[src/rtl/gb_timer.sv]
// DMG timer: 16-bit system counter (DIV), TIMA/TMA/TAC at FF04-FF07,
// falling-edge TIMA clocking, delayed TMA reload and timer interrupt pulse.
module gb_timer #(
  parameter int unsigned TICKS_PER_MCYCLE = 4
) (
  input  logic        clk_in,
  input  logic        rst_in,
  input  logic        tick_in,
  input  logic [1:0]  addr_in,
  input  logic        wr_in,
  input  logic [7:0]  wr_data_in,
  output logic [7:0]  rd_data_out,
  output logic [15:0] sys_count_out,
  output logic        irq_out
);

  localparam int unsigned CNT_W = (TICKS_PER_MCYCLE > 1) ? $clog2(TICKS_PER_MCYCLE) : 1;
  localparam logic [CNT_W-1:0] CNT_LAST = CNT_W'(TICKS_PER_MCYCLE - 1);

  typedef enum logic {ST_RUN, ST_OVF} state_t;

  state_t           state;
  logic [15:0]      sys;
  logic [7:0]       tima;
  logic [7:0]       tma;
  logic [2:0]       tac;
  logic             sig_q;
  logic [CNT_W-1:0] ovf_cnt;

  logic       wr_div, wr_tima, wr_tma, wr_tac;
  logic       tap, sig, fall;
  logic [7:0] tma_now;

  assign wr_div  = wr_in && (addr_in == 2'd0);
  assign wr_tima = wr_in && (addr_in == 2'd1);
  assign wr_tma  = wr_in && (addr_in == 2'd2);
  assign wr_tac  = wr_in && (addr_in == 2'd3);

  // Tap select from the registered TAC and counter
  always_comb begin
    tap = 1'b0;
    unique case (tac[1:0])
      2'b00: tap = sys[9];
      2'b01: tap = sys[3];
      2'b10: tap = sys[5];
      2'b11: tap = sys[7];
    endcase
  end

  assign sig     = tac[2] & tap;
  assign fall    = sig_q & ~sig;
  // Reload sees a TMA value written on the same clk
  assign tma_now = wr_tma ? wr_data_in : tma;

  always_ff @(posedge clk_in) begin
    if (rst_in) begin
      state   <= ST_RUN;
      sys     <= 16'd0;
      tima    <= 8'd0;
      tma     <= 8'd0;
      tac     <= 3'd0;
      sig_q   <= 1'b0;
      ovf_cnt <= '0;
      irq_out <= 1'b0;
    end else begin
      irq_out <= 1'b0;
      sig_q   <= sig;

      if (wr_div)
        sys <= 16'd0;
      else if (tick_in)
        sys <= sys + 16'd1;

      if (wr_tma)
        tma <= wr_data_in;
      if (wr_tac)
        tac <= wr_data_in[2:0];

      case (state)
        ST_RUN: begin
          if (wr_tima) begin
            tima <= wr_data_in;
          end else if (fall) begin
            if (tima == 8'hFF) begin
              tima    <= 8'h00;
              ovf_cnt <= '0;
              state   <= ST_OVF;
            end else begin
              tima <= tima + 8'd1;
            end
          end
        end
        ST_OVF: begin
          // A CPU write to TIMA during the delay cancels the reload
          if (wr_tima) begin
            tima  <= wr_data_in;
            state <= ST_RUN;
          end else if (tick_in) begin
            if (ovf_cnt == CNT_LAST) begin
              tima    <= tma_now;
              irq_out <= 1'b1;
              state   <= ST_RUN;
            end else begin
              ovf_cnt <= ovf_cnt + CNT_W'(1);
            end
          end
        end
        default: state <= ST_RUN;
      endcase
    end
  end

  always_comb begin
    rd_data_out = 8'h00;
    unique case (addr_in)
      2'd0: rd_data_out = sys[15:8];
      2'd1: rd_data_out = tima;
      2'd2: rd_data_out = tma;
      2'd3: rd_data_out = {5'b11111, tac};
    endcase
  end

  assign sys_count_out = sys;

endmodule

[config.mk]
export PLATFORM = sky130hd
export DESIGN_NAME = gb_timer
export DESIGN_NICKNAME = d
export VERILOG_FILES = /design/src/rtl/gb_timer.sv
export SDC_FILE = /design/constraint.sdc
export NUM_CORES = 1
export LEC_CHECK = 0
export ABC_AREA = 1
export CAP_MARGIN = 10
export CORE_UTILIZATION = 35
export CTS_CLUSTER_SIZE = 28
export DETAILED_ROUTE_END_ITERATION = 8
export DONT_BUFFER_PORTS = 1
export GPL_TIMING_DRIVEN = 0
export HOLD_SLACK_MARGIN = 0.02
export PLACE_DENSITY = 0.58
export REMOVE_ABC_BUFFERS = 1
export SYNTH_ARGS = -nofsm -noshare
export SYNTH_HDL_FRONTEND = slang
export SYNTH_SLANG_ARGS = --single-unit
[constraint.sdc]
create_clock -name clk_in -period 1.31 [get_ports clk_in]
set_input_delay 0.0655 -clock clk_in [delete_from_list [all_inputs] [get_ports clk_in]]
set_output_delay 0.0655 -clock clk_in [all_outputs]
set_load 0.005 [all_outputs]
==> parameters.txt, run 1 <==
Parameter                              Value

Setup path
  Kind of capture point of the worst setup path ... register
  WS Path Type ... reg -> reg
  Required @ worst endpoint ... 1.55 ns
  Type of element launching the critical path ... register
  Maximum fanout along the worst path ... 4
  Data arrival time of the worst path ... 1.65 ns

Timing
  Post-route minimum period ... 1.408 ns
  Max-slew violation count ... 0
  Worst-margin pin slew ... 0.4431 ns
  RSZ-0062 raised after global routing ... yes
  Crit share post-route ... 107.5%
  Total negative slack for setup checks ... -0.6578 ns
  Final setup viols ... 12
  Setup Skew ... 0.006695 ns
  Final worst hold slack ... -0.09088 ns
  Worst rel slew slack ... 70.43%
  Number of hold violations in the final report ... 3
  Upper clock frequency limit ... 710.2 MHz
  Fin worst setup slack ... -0.09812 ns

Logic synthesis
  Most area-hungry cell type in the Yosys netlist ... dfxtp_1
  Dominant cell by count in the synthesized netlist ... nand2_1
  Synth cell types ... 37
  Seq/Total Area, Yosys ... 35.60%
  Post-synth ARST share ... 0%
  Netlist area before placement ... 2250 sq um
  Mapped Avg Cell Area ... 6.756 sq um
  Top flip-flop cell by instance count after synthesis ... dfxtp_1
  Post-synthesis register bit count ... 40
  Yosys warns ... 0
  Number of synthesized flops with an enable pin ... 0
  Leading post-synthesis cells by instance count ... 65 x nand2_1, 51 x nor2_1, 44 x inv_1
  Leading post-synthesis cells by cell area ... dfxtp_1 36%, nand2_1 11%, nor2_1 8.5%
  Fraction of synthesized cell area taken by the top area cell type ... 35.60%
  Synth Instances ... 333

Placement
  PortBufs ... 0
  Detailed placer's ending HPWL ... 4.149 mm
  Number of placed instances with taps included ... 403
  Final RePlAce weighted congestion ... 0.8328

Drt
  Met3 Routed Length ... 387 microns
  Number of routed nets with antenna violations ... 0
  Via count of the routed design ... 2285
  DR pass1 iterations ... 4
  Routed length per placed instance ... 14.75 microns
  WL met1 ... 2.758 mm
  Detailed-route DRC error count ... 0
  Length of routed met2 wiring ... 3.346 mm
  Total wire length ... 6.563 mm
  DRC marker count from the first detailed-route iteration ... 153
  Top layer reached by signal wires ... met4
  Vias per std cell ... 5.135

Power and ir drop
  Overall power consumption ... 0.002471 W
  Portion of total power attributed to the clock network ... 36.1%
  Sequential share of power ... 51.4%
  Internal power of the cells ... 0.001792 W
  Static Leakage ... 1.169 nW
  Sw Ratio ... 27.48%
  Share of power burned in combinational logic ... 12.6%
  Power per cell area ... 824.4 nW/um^2
  Worst vdd rail ir drop ... 433.0 uV
  NetSw ... 0.0006791 W

Clock tree
  Clk_lat worst skew ... 0.30 ns
  Clock tree buffer depth ... 2
  Clock transition at the registers of the reported paths ... 0.08 ns
  H-tree depth ... 2
  Number of buffers created by CTS ... 5
  CTS tree ... built
  Clock root cell ... clkbuf_8
  Clock net sink count ... 40

Status
  Outcome ... finished with violations
  Violations in the final reports ... hold timing, setup timing

Final layout
  Number of antenna diodes ... 0
  Final Instance Count excl. Fillers ... 445
  Final-layout fill cell count ... 567
  Final Net Count ... 386
  Share of post-route cells with drive strength above 1 ... 29.46%
  Layout Area Growth over Synthesis ... 33.26%

Global routing
  Number of global-route vias before repair ... 1972
  Overall Global Routing Usage ... 19.02%
  Pin count of the biggest net entering global routing ... 16
  GR Overflow Total ... 0
  Wire length of the first global-routing pass ... 9.508 mm
  Number of antenna violations at the first check in global routing ... 0

Floorplan
  Horizontal extent of the die ... 82.17 microns
  Die outline area ... 6752 sq um
  Vertical extent of the die ... 82.17 microns
  Placeable core area ... 6061 sq um
  Starting density of the core ... 37.12%
  Io pins ... 39
  Number of core rows ... 28

Worst hold path
  Min-delay worst type ... in -> reg

Flow run
  Number of violations of the max-capacitance limit ... 0
worst paths after layout:
kind / from / slack (ns) / cells past startpoint / end
min: tick_in / -0.09 / 2 / sys_count_out[1]$_SDFFE_PP0P_
max: tima[1]$_SDFFE_PP0P_ / -0.1 / 9 / ovf_cnt[0]$_SDFFE_PP0P_
max reg2reg: tima[1]$_SDFFE_PP0P_ / -0.1 / 9 / ovf_cnt[0]$_SDFFE_PP0P_
min reg2reg: ovf_cnt[1]$_SDFFE_PP0P_ / 0.51 / 2 / ovf_cnt[1]$_SDFFE_PP0P_
repair_timing:
action	4_1_cts	5_1_grt
pin swaps	14	34
endpoints found under the setup margin	20	27
hold buffers	14	2
resized for setup	41	62
hold endpoints to repair	25	8
gates cloned	0	1
setup buffers	10	8
through the flow:
step / util (%) / instance area [sq um] / worst slack (ns)
after detailed placement: 38.03 / 2305 / -0.3798
after global placement: 38.03 / 2305 / -0.3631
after floorplan: - / 2211 / -0.1646
after CTS: 44.98 / 2726 / -0.1788
after global routing: 49.46 / 2998 / -0.2194
final: 49.46 / 2998 / -0.09812
layer usage:
metal | vias to the layer above | global-route usage (%)
met1 | 1060 | 22.78
met5 | - | 0
li1 | 1154 | -
met3 | 9 | 4.835
met2 | 62 | 33.14
met4 | 0 | 5.789
critical path, stage by stage (launching register included):
cell and delay [ns]:
dfxtp_4 0.41, ha_4 0.15, nand3_4 0.08, nor2_4 0.16
nand4_1 0.13, nand2_1 0.12, nand2_1 0.08, nand2_1 0.06
nand2_1 0.04, nor2_1 0.10
state kept, by name (all words and copies together) (netlist names):
name           count
sys_count_out     16
tima               8
tma                8
tac                3
ovf_cnt            2
irq_out            1
sig_q              1
state              1
kinds of logic (layout without fill, tap and decap cells):
family	count (synthesis)	count (layout)	synth area share, %
and+or+nand+nor	159	159	32.59
xor gates and xnor gates	5	5	1.947
DFF	40	40	35.60
adders and majority gates	3	3	1.669
buffers and inverters	56	93	10.46
AOI/OAI and AO/OA	70	70	17.74
final cells by class:
type	instances	area, sq um	share of cell area [%]
sequential	40	849.6	28.34
clock buffer	8	90.09	3.005
multi-input combinational	237	1458	48.62
inverter	51	201.4	6.720
timing repair buffer	33	299.0	9.975
tap	75	93.84	3.130
timing repair inverter	1	6.256	0.2087
placed cells by master, fill, tap and decap left out, types with 2 or more instances in the layout:
cell           count
ha_4               2
nand2_4            5
inv_4              3
inv_2              5
o21a_1             2
nand2_1           55
buf_4             14
nand2_2           14
nand3_4            5
o22ai_1            6
dfxtp_1           23
o21ai_2            5
o21ai_0           10
a21oi_2            3
o211ai_1           2
nand3_2            5
nand3_1            6
o221ai_1           3
nor2_4             9
a21oi_1           18
o21ai_1           16
dfxtp_2            6
inv_1             42
clkbuf_8           6
dfxtp_4           11
buf_6              3
clkbuf_1           2
nand4_1            3
nor2_2             6
nor3_1             4
dlygate4sd3_1     16
xor2_1             5
nor2_1            42
power groups by stage:
stage | clock network [W] | registers, W | logic (W)
floorplan | 0 | 0.00129 | 0.000168
global placement | 0 | 0.00130 | 0.000209
detailed placement | 0 | 0.00130 | 0.000210
CTS | 0.000895 | 0.00127 | 0.000256
global route | 0.000948 | 0.00127 | 0.000343
finish | 0.000891 | 0.00127 | 0.000311
Power figures use the tool's default switching activity.
==> run 2, diff against run 1 <==
Settings changed: CORE_UTILIZATION 35 to 57, PLACE_DENSITY 0.58 to 0.82, SETUP_SLACK_MARGIN from default to 0.4.
==> run 2 against run 1 <==
The flow still finishes with violations (hold timing, setup timing). Register-to-register slack worse by 0.10 ns. Worst setup slack worse by 0.10 ns. Maximum frequency is 6.9% lower. Largest cell class unchanged. Critical endpoint is now sys_count_out[10]$_SDFFE_PP0P_. Combinational power is 23% higher. Power is 10% higher.
==> parameters.txt, run 2 (synthesis results as in run 1) <==
Parameter                              Value

Status
  Outcome ... finished with violations (unchanged)
  Violations in the final reports ... hold timing, setup timing (unchanged)

Final layout
  Final Cell Area ... 3188 sq um (was 2998 sq um)
  Final-layout fill cell count ... 171 (was 567)
  Number of flip-flops in the largest register ... 16 (unchanged)
  Top library cells by usage in the layout, fill and taps aside ... 55 x nand2_1, 44 x nor2_1, 32 x inv_1 (was 55 x nand2_1, 42 x inv_1, 42 x nor2_1)
  Number of antenna diodes ... 0 (unchanged)
  Share of post-route cells with drive strength above 1 ... 42.52% (was 29.46%)
  Layout Area Growth over Synthesis ... 41.71% (was 33.26%)
  Final Net Count ... 397 (was 386)
  Most common cell after layout, fill and taps aside ... nand2_1 (unchanged)
  Share of the core filled with cells ... 85.79% (was 49.46%)

Setup path
  Delay of the slowest cell on the worst path ... 0.40 ns (was 0.41 ns)
  WS Path Type ... reg -> reg (unchanged)
  Data arrival time of the worst path ... 1.71 ns (was 1.65 ns)
  Crit-path slowest cell ... dfxtp_4 (unchanged)
  Type of element launching the critical path ... register (unchanged)
  Kind of capture point of the worst setup path ... register (unchanged)
  Maximum fanout along the worst path ... 4 (unchanged)
  Required @ worst endpoint ... 1.50 ns (was 1.55 ns)
  Crit-path cells ... ha_4 > nand3_4 > nor2_4 > nand3_4 > nor2_4 > buf_4 > inv_2 > o21ai_2 > a21oi_1 (was ha_4 > nand3_4 > nor2_4 > nand4_1 > nand2_1 > nand2_1 > nand2_1 > nand2_1 > nor2_1)

Timing
  Fin worst setup slack ... -0.2031 ns (was -0.09812 ns)
  Post-route minimum period ... 1.513 ns (was 1.408 ns)
  Setup Skew ... 0.01596 ns (was 0.006695 ns)
  RSZ-0062 raised after global routing ... yes (unchanged)
  Upper clock frequency limit ... 660.9 MHz (was 710.2 MHz)
  Number of hold violations in the final report ... 2 (was 3)
  Final setup viols ... 21 (was 12)
  Worst rel slew slack ... 58.33% (was 70.43%)
  Crit share post-route ... 115.5% (was 107.5%)
  Final worst hold slack ... -0.05354 ns (was -0.09088 ns)
  Max-slew violation count ... 0 (unchanged)
  Total negative slack for setup checks ... -2.271 ns (was -0.6578 ns)
  Worst-margin pin slew ... 0.6231 ns (was 0.4431 ns)

Placement
  Cell area reported after detailed placement ... 2271 sq um (was 2305 sq um)
  PortBufs ... 0 (unchanged)
  Final RePlAce weighted congestion ... 0.9011 (was 0.8328)
  Detailed placer's ending HPWL ... 3.759 mm (was 4.149 mm)

Power and ir drop
  Power per cell area ... 854.1 nW/um^2 (was 824.4 nW/um^2)
  Static Leakage ... 1.291 nW (was 1.169 nW)
  Worst vdd rail ir drop ... 762.9 uV (was 433.0 uV)

Drt
  Total wire length ... 8.529 mm (was 6.563 mm)
  Routed length per placed instance ... 19.88 microns (was 14.75 microns)
  Via count of the routed design ... 2696 (was 2285)
  Number of routed nets with antenna violations ... 0 (unchanged)
  Detailed-route DRC error count ... 0 (unchanged)
  DRC marker count from the first detailed-route iteration ... 265 (was 153)
  DR pass1 iterations ... 5 (was 4)
  Vias per std cell ... 6.284 (was 5.135)

Global routing
  GR Overflow Total ... 0 (unchanged)
  Global-route track usage on met1 ... 35.07% (was 22.78%)
  Number of global-route vias before repair ... 2249 (was 1972)
  Pin count of the biggest net entering global routing ... 16 (unchanged)
  Overall Global Routing Usage ... 31.50% (was 19.02%)
  Number of antenna violations at the first check in global routing ... 0 (unchanged)
  Most heavily used metal layer in global routing ... met2 (unchanged)
  Wire length of the first global-routing pass ... 10.03 mm (was 9.508 mm)
  Met2 usage ... 53.78% (was 33.14%)
  Met3 track utilization from global routing ... 9.683% (was 4.835%)

Clock tree
  Number of buffers created by CTS ... 5 (unchanged)
  CTS tree ... built (unchanged)
  Clock root cell ... clkbuf_8 (unchanged)
  H-tree depth ... 2 (unchanged)
  Clk_lat worst skew ... 0.31 ns (was 0.30 ns)
  Clock transition at the registers of the reported paths ... 0.10 ns (was 0.08 ns)
  Clock tree buffer depth ... 2 (unchanged)
  Clock net sink count ... 40 (unchanged)

Floorplan
  Vertical extent of the die ... 64.83 microns (was 82.17 microns)
  Placeable core area ... 3716 sq um (was 6061 sq um)
  Die outline area ... 4202 sq um (was 6752 sq um)
  Horizontal extent of the die ... 64.83 microns (was 82.17 microns)
  Number of core rows ... 22 (was 28)
  Io pins ... 39 (unchanged)
  Starting density of the core ... 60.54% (was 37.12%)

Flow run
  Number of violations of the max-capacitance limit ... 0 (unchanged)

Worst hold path
  Min-delay worst type ... in -> reg (unchanged)
[run 2: worst max-delay path: cells and delay by family (launching register included)]
family | cells | cell delay [ns]
AOI/OAI and AO/OA | 2 | 0.24
adders and majority gates | 1 | 0.15
buffers and inverters | 2 | 0.17
DFF | 1 | 0.40
and+or+nand+nor | 4 | 0.42
[run 2: layer usage]
layer,routed length [microns],vias to the layer above
li1,-,1179
met1,3214,1256
met4,525,0
met5,0,-
met3,675,60
met2,4115,201
[run 2: final cells by class]
| cell class | count | area [sq um] | share of cell area [%] |
|---|---|---|---|
| clock buffers | 6 | 72.57 | 2.276 |
| clock inverters | 2 | 35.03 | 1.099 |
| inverters | 51 | 209.0 | 6.554 |
| multi-input cells | 237 | 1545 | 48.47 |
| flip-flops and latches | 40 | 870.8 | 27.32 |
| well taps | 48 | 60.06 | 1.884 |
| repair buffers | 44 | 389.1 | 12.21 |
| repair inverters | 1 | 6.256 | 0.1962 |
[run 2: report_power, final]
part | switching [W] | internal [W]
registers | 0.0000431 | 0.00123
clock network | 0.000503 | 0.000567
logic | 0.000234 | 0.000148
total | 0.000780 | 0.00194
[run 2: metrics by stage]
stage               total power, W  worst slack [ns]  cells
floorplan                 0.001462           -0.1646    328
global placement          0.001502           -0.3381    376
detailed placement        0.001508           -0.3420    376
CTS                       0.002556           -0.1499    406
global route              0.002791           -0.2953    429
finish                    0.002723           -0.2031    429
[run 2: path summary, 6_finish.rpt]
kind,startpoint,to,slack [ns],depth (start not counted)
worst max-delay path,sys_count_out[0]$_SDFFE_PP0P_,sys_count_out[10]$_SDFFE_PP0P_,-0.20,9
worst max register to register,sys_count_out[0]$_SDFFE_PP0P_,sys_count_out[10]$_SDFFE_PP0P_,-0.20,9
worst min register to register,sys_count_out[7]$_SDFFE_PP0P_,sys_count_out[7]$_SDFFE_PP0P_,0.52,2
worst min-delay path,wr_data_in[5],tma[5]$_SDFF_PP0_,-0.05,2
[run 2: what timing repair did]
item / CTS / global route
endpoints found under the hold margin: 24 / 22
pin swaps: 40 / 31
setup buffers: 18 / 20
gates cloned: 1 / 0
setup endpoints to repair: 34 / 37
resized for setup: 89 / 69
hold buffers: 3 / 3
==> run 3, diff against run 2 <==
Settings changed: ABC_AREA 1 to default.
==> run 3 against run 2 <==
The flow still finishes with violations (hold timing, setup timing). Flip-flop and latch count did not move. Critical path depth fell by 5. Design area fell by 5.3%. Maximum frequency fell by 1.4%. Register-to-register slack got worse by 0.02 ns. Critical path type unchanged. Largest cell class unchanged. Largest power group unchanged.
==> parameters.txt, run 3 <==
Parameter                              Value

Logic synthesis
  Top flip-flop cell by instance count after synthesis ... dfxtp_1 (unchanged)
  Largest family of logic cells by synthesized area ... simple AND/OR/NAND/NOR gates (unchanged)
  Seq/Total Area, Yosys ... 35.60% (unchanged)
  Fraction of the mapped netlist area in compound gates ... 21.58% (was 17.74%)
  Fraction of synthesized cell area taken by the top area cell type ... 35.60% (unchanged)
  Yosys warns ... 0 (unchanged)
  Number of synthesized flops with an enable pin ... 0 (unchanged)
  Area fraction in and, or, nand and nor cells after synthesis ... 24.19% (was 32.59%)
  Post-synth ARST share ... 0% (unchanged)
  Synth Instances ... 281 (was 333)
  Mux cell area share after synthesis ... 8.120% (was 0%)
  Post-synthesis register bit count ... 40 (unchanged)
  Leading post-synthesis cells by instance count ... 40 x dfxtp_1, 40 x nand2_1, 28 x a21oi_1 (was 65 x nand2_1, 51 x nor2_1, 44 x inv_1)
  Xor and xnor fraction of the mapped netlist area ... 3.893% (was 1.947%)
  Netlist area before placement ... 2250 sq um (unchanged)
  Adder and majority cell fraction of the synthesized area ... 1.669% (unchanged)
  Mapped Avg Cell Area ... 8.006 sq um (was 6.756 sq um)
  Leading post-synthesis cells by cell area ... dfxtp_1 36%, nand2_1 6.7%, a21oi_1 6.2% (was dfxtp_1 36%, nand2_1 11%, nor2_1 8.5%)
  Synth cell types ... 42 (was 37)
  Most area-hungry cell type in the Yosys netlist ... dfxtp_1 (unchanged)

Timing
  Post-route minimum period ... 1.534 ns (was 1.513 ns)
  Fin worst setup slack ... -0.2239 ns (was -0.2031 ns)
  Final setup viols ... 23 (was 21)
  Worst-margin pin slew ... 0.6248 ns (was 0.6231 ns)
  Setup Skew ... 0.007992 ns (was 0.01596 ns)
  RSZ-0062 raised after global routing ... yes (unchanged)
  Number of hold violations in the final report ... 1 (was 2)
  Upper clock frequency limit ... 651.9 MHz (was 660.9 MHz)
  Crit share post-route ... 117.1% (was 115.5%)
  Final worst hold slack ... -0.06439 ns (was -0.05354 ns)
  Max-slew violation count ... 0 (unchanged)
  Worst rel slew slack ... 58.35% (was 58.33%)

Placement
  PortBufs ... 0 (unchanged)
  Final RePlAce weighted congestion ... 0.8910 (was 0.9011)
  Detailed placer's ending HPWL ... 3.757 mm (was 3.759 mm)

Clock tree
  Clock net sink count ... 40 (unchanged)
  Clock tree buffer depth ... 2 (unchanged)
  Number of buffers created by CTS ... 5 (unchanged)
  Clk_lat worst skew ... 0.31 ns (about the same)
  H-tree depth ... 2 (unchanged)
  Clock root cell ... clkbuf_8 (unchanged)
  Clock transition at the registers of the reported paths ... 0.08 ns (was 0.10 ns)
  CTS tree ... built (unchanged)

Drt
  Detailed-route DRC error count ... 0 (unchanged)
  Number of routed nets with antenna violations ... 0 (unchanged)
  Total wire length ... 8.034 mm (was 8.529 mm)
  Via count of the routed design ... 2511 (was 2696)
  DR pass1 iterations ... 5 (unchanged)
  Routed length per placed instance ... 22.50 microns (was 19.88 microns)
  DRC marker count from the first detailed-route iteration ... 386 (was 265)
  Vias per std cell ... 7.034 (was 6.284)

Setup path
  R2r endpoint ... sys_count_out[13]$_SDFFE_PP0P_ (was sys_count_out[10]$_SDFFE_PP0P_)
  Data arrival time of the worst path ... 1.77 ns (was 1.71 ns)
  Required @ worst endpoint ... 1.54 ns (was 1.50 ns)
  Type of element launching the critical path ... register (unchanged)
  Cell depth of the worst flop-to-flop path ... 4 (was 9)
  Kind of capture point of the worst setup path ... register (unchanged)
  Worst reg2reg path startpoint ... sys_count_out[3]$_SDFFE_PP0P_ (was sys_count_out[0]$_SDFFE_PP0P_)
  Maximum fanout along the worst path ... 7 (was 4)
  Register-to-register setup slack ... -0.22 ns (was -0.20 ns)
  WS Path Type ... reg -> reg (unchanged)

Final layout
  Most common cell after layout, fill and taps aside ... nand2_1 (unchanged)
  Final Net Count ... 325 (was 397)
  Final-layout fill cell count ... 225 (was 171)
  Area used by multi-input combinational logic ... 1619 sq um (was 1545 sq um)
  Number of flip-flops in the largest register ... 16 (unchanged)
  Top library cells by usage in the layout, fill and taps aside ... 38 x nand2_1, 25 x nor2_1, 22 x a21oi_1 (was 55 x nand2_1, 44 x nor2_1, 32 x inv_1)
  Share of the core filled with cells ... 81.28% (was 85.79%)
  Layout Area Growth over Synthesis ... 34.26% (was 41.71%)
  Number of antenna diodes ... 0 (unchanged)
  Area taken by flip-flops and latches ... 877.1 sq um (was 870.8 sq um)
  Share of post-route cells with drive strength above 1 ... 38.19% (was 42.52%)

Status
  Violations in the final reports ... hold timing, setup timing (unchanged)
  Outcome ... finished with violations (unchanged)

Global routing
  Overall Global Routing Usage ... 32.91% (was 31.50%)
  Wire length of the first global-routing pass ... 10.45 mm (was 10.03 mm)
  Number of global-route vias before repair ... 2176 (was 2249)
  GR Overflow Total ... 0 (unchanged)
  Number of antenna violations at the first check in global routing ... 0 (unchanged)
  Pin count of the biggest net entering global routing ... 28 (was 16)

Worst hold path
  Number of stages on the worst hold path ... 2 (unchanged)
  Hold_sp ... wr_data_in[7] (was wr_data_in[5])
  Min-delay worst type ... in -> reg (unchanged)
  End of the worst hold path ... tma[7]$_SDFF_PP0_ (was tma[5]$_SDFF_PP0_)

Power and ir drop
  Power per cell area ... 837.9 nW/um^2 (was 854.1 nW/um^2)
  Internal power of the cells ... 0.001896 W (was 0.001942 W)
  Share of power burned in combinational logic ... 10.1% (was 14.0%)
  Static Leakage ... 1.060 nW (was 1.291 nW)
  Portion of total power attributed to the clock network ... 40.9% (was 39.3%)
  Sequential share of power ... 49.0% (was 46.7%)
  Worst vdd rail ir drop ... 835.1 uV (was 762.9 uV)
  NetSw ... 0.0006347 W (was 0.0007803 W)
  Sw Ratio ... 25.08% (was 28.66%)
  Overall power consumption ... 0.002531 W (was 0.002723 W)

Floorplan
  Number of core rows ... 22 (unchanged)
  Horizontal extent of the die ... 64.83 microns (unchanged)
  Placeable core area ... 3716 sq um (unchanged)
  Vertical extent of the die ... 64.83 microns (unchanged)
  Io pins ... 39 (unchanged)
  Starting density of the core ... 60.54% (unchanged)
  Die outline area ... 4202 sq um (unchanged)

Flow run
  Number of violations of the max-capacitance limit ... 0 (unchanged)
run 3: cell count changes after synthesis, sizes merged, moves of 5 or more:
cell and change:
clkbuf +6, o22a +6, or3 +6, and3 +6
o22ai -6, a31oi +6, a21oi +6, nand2 -34
xnor2 +5, o21ai -11, nor2 -30, mux2i +7
inv -42
run 3: worst max-delay path by stage:
stage                                              from                              to  slack, ns  cells past startpoint
after floorplan                    tima[0]$_SDFFE_PP0P_            tima[5]$_SDFFE_PP0P_      -0.19                      6
after global placement             tima[1]$_SDFFE_PP0P_         ovf_cnt[0]$_SDFFE_PP0P_      -0.40                      6
after detailed placement               state$_SDFF_PP0_            tima[5]$_SDFFE_PP0P_      -0.41                      4
after CTS                 sys_count_out[3]$_SDFFE_PP0P_  sys_count_out[15]$_SDFFE_PP0P_      -0.11                      4
after global routing      sys_count_out[3]$_SDFFE_PP0P_  sys_count_out[13]$_SDFFE_PP0P_      -0.31                      4
final                     sys_count_out[3]$_SDFFE_PP0P_  sys_count_out[13]$_SDFFE_PP0P_      -0.22                      4
run 3: routing by layer:
metal	global-route usage, %	wire [microns]
met1	40.48	2849
met2	53.52	3885
met3	8.803	859
met4	14.44	439
met5	0	0
run 3: through the flow:
stage | setup slack, ns | instance area [sq um] | TNS [ns] | std cells
after detailed placement | -0.4143 | 2228 | -5.216 | 314
after global placement | -0.3998 | 2228 | -4.572 | 314
after floorplan | -0.1922 | 2168 | -0.9341 | 266
after CTS | -0.1058 | 2639 | -0.8155 | 337
final | -0.2239 | 3020 | -2.689 | 357
after global routing | -0.3089 | 3020 | -3.921 | 357
run 3: final cells by class:
cell class	count	area share (%)
clock buffer	6	2.403
clock inverter	2	1.160
inverter	8	1.077
multi-input combinational	219	53.60
sequential	40	29.04
tap	48	1.988
timing repair buffer	34	10.73
run 3: power groups by stage:
stage | registers (W) | clock network, W | logic, W
finish | 0.00124 | 0.00103 | 0.000256
global route | 0.00124 | 0.00107 | 0.000268
CTS | 0.00124 | 0.00101 | 0.000187
detailed placement | 0.00129 | 0 | 0.000151
global placement | 0.00129 | 0 | 0.000148
floorplan | 0.00128 | 0 | 0.000125
run 3: worst max-delay path, stage by stage, from the launching register on:
cell	delay, ns
dfxtp_4	0.42
and4_4	0.28
nand3b_1	0.23
or3_1	0.41
a21oi_1	0.12
run 3: cells by family (layout without fill, tap and decap cells):
| family | Yosys count | in the layout |
|---|---|---|
| AO/OA/AOI/OAI | 76 | 77 |
| XOR/XNOR | 10 | 10 |
| adder cells (fa/ha/maj) | 3 | 3 |
| buffers and inverters | 23 | 50 |
| flip-flops | 40 | 40 |
| multiplexers | 14 | 14 |
| AND/OR/NAND/NOR | 115 | 115 |
run 3: repair_timing:
action                                  CTS  global route
hold endpoints to repair                 27            24
buffers inserted                         13            11
endpoints found under the setup margin   36            36
cloned                                    1             0
pin swaps                                30            30
resized for setup                        69            55
hold buffers                              1             9
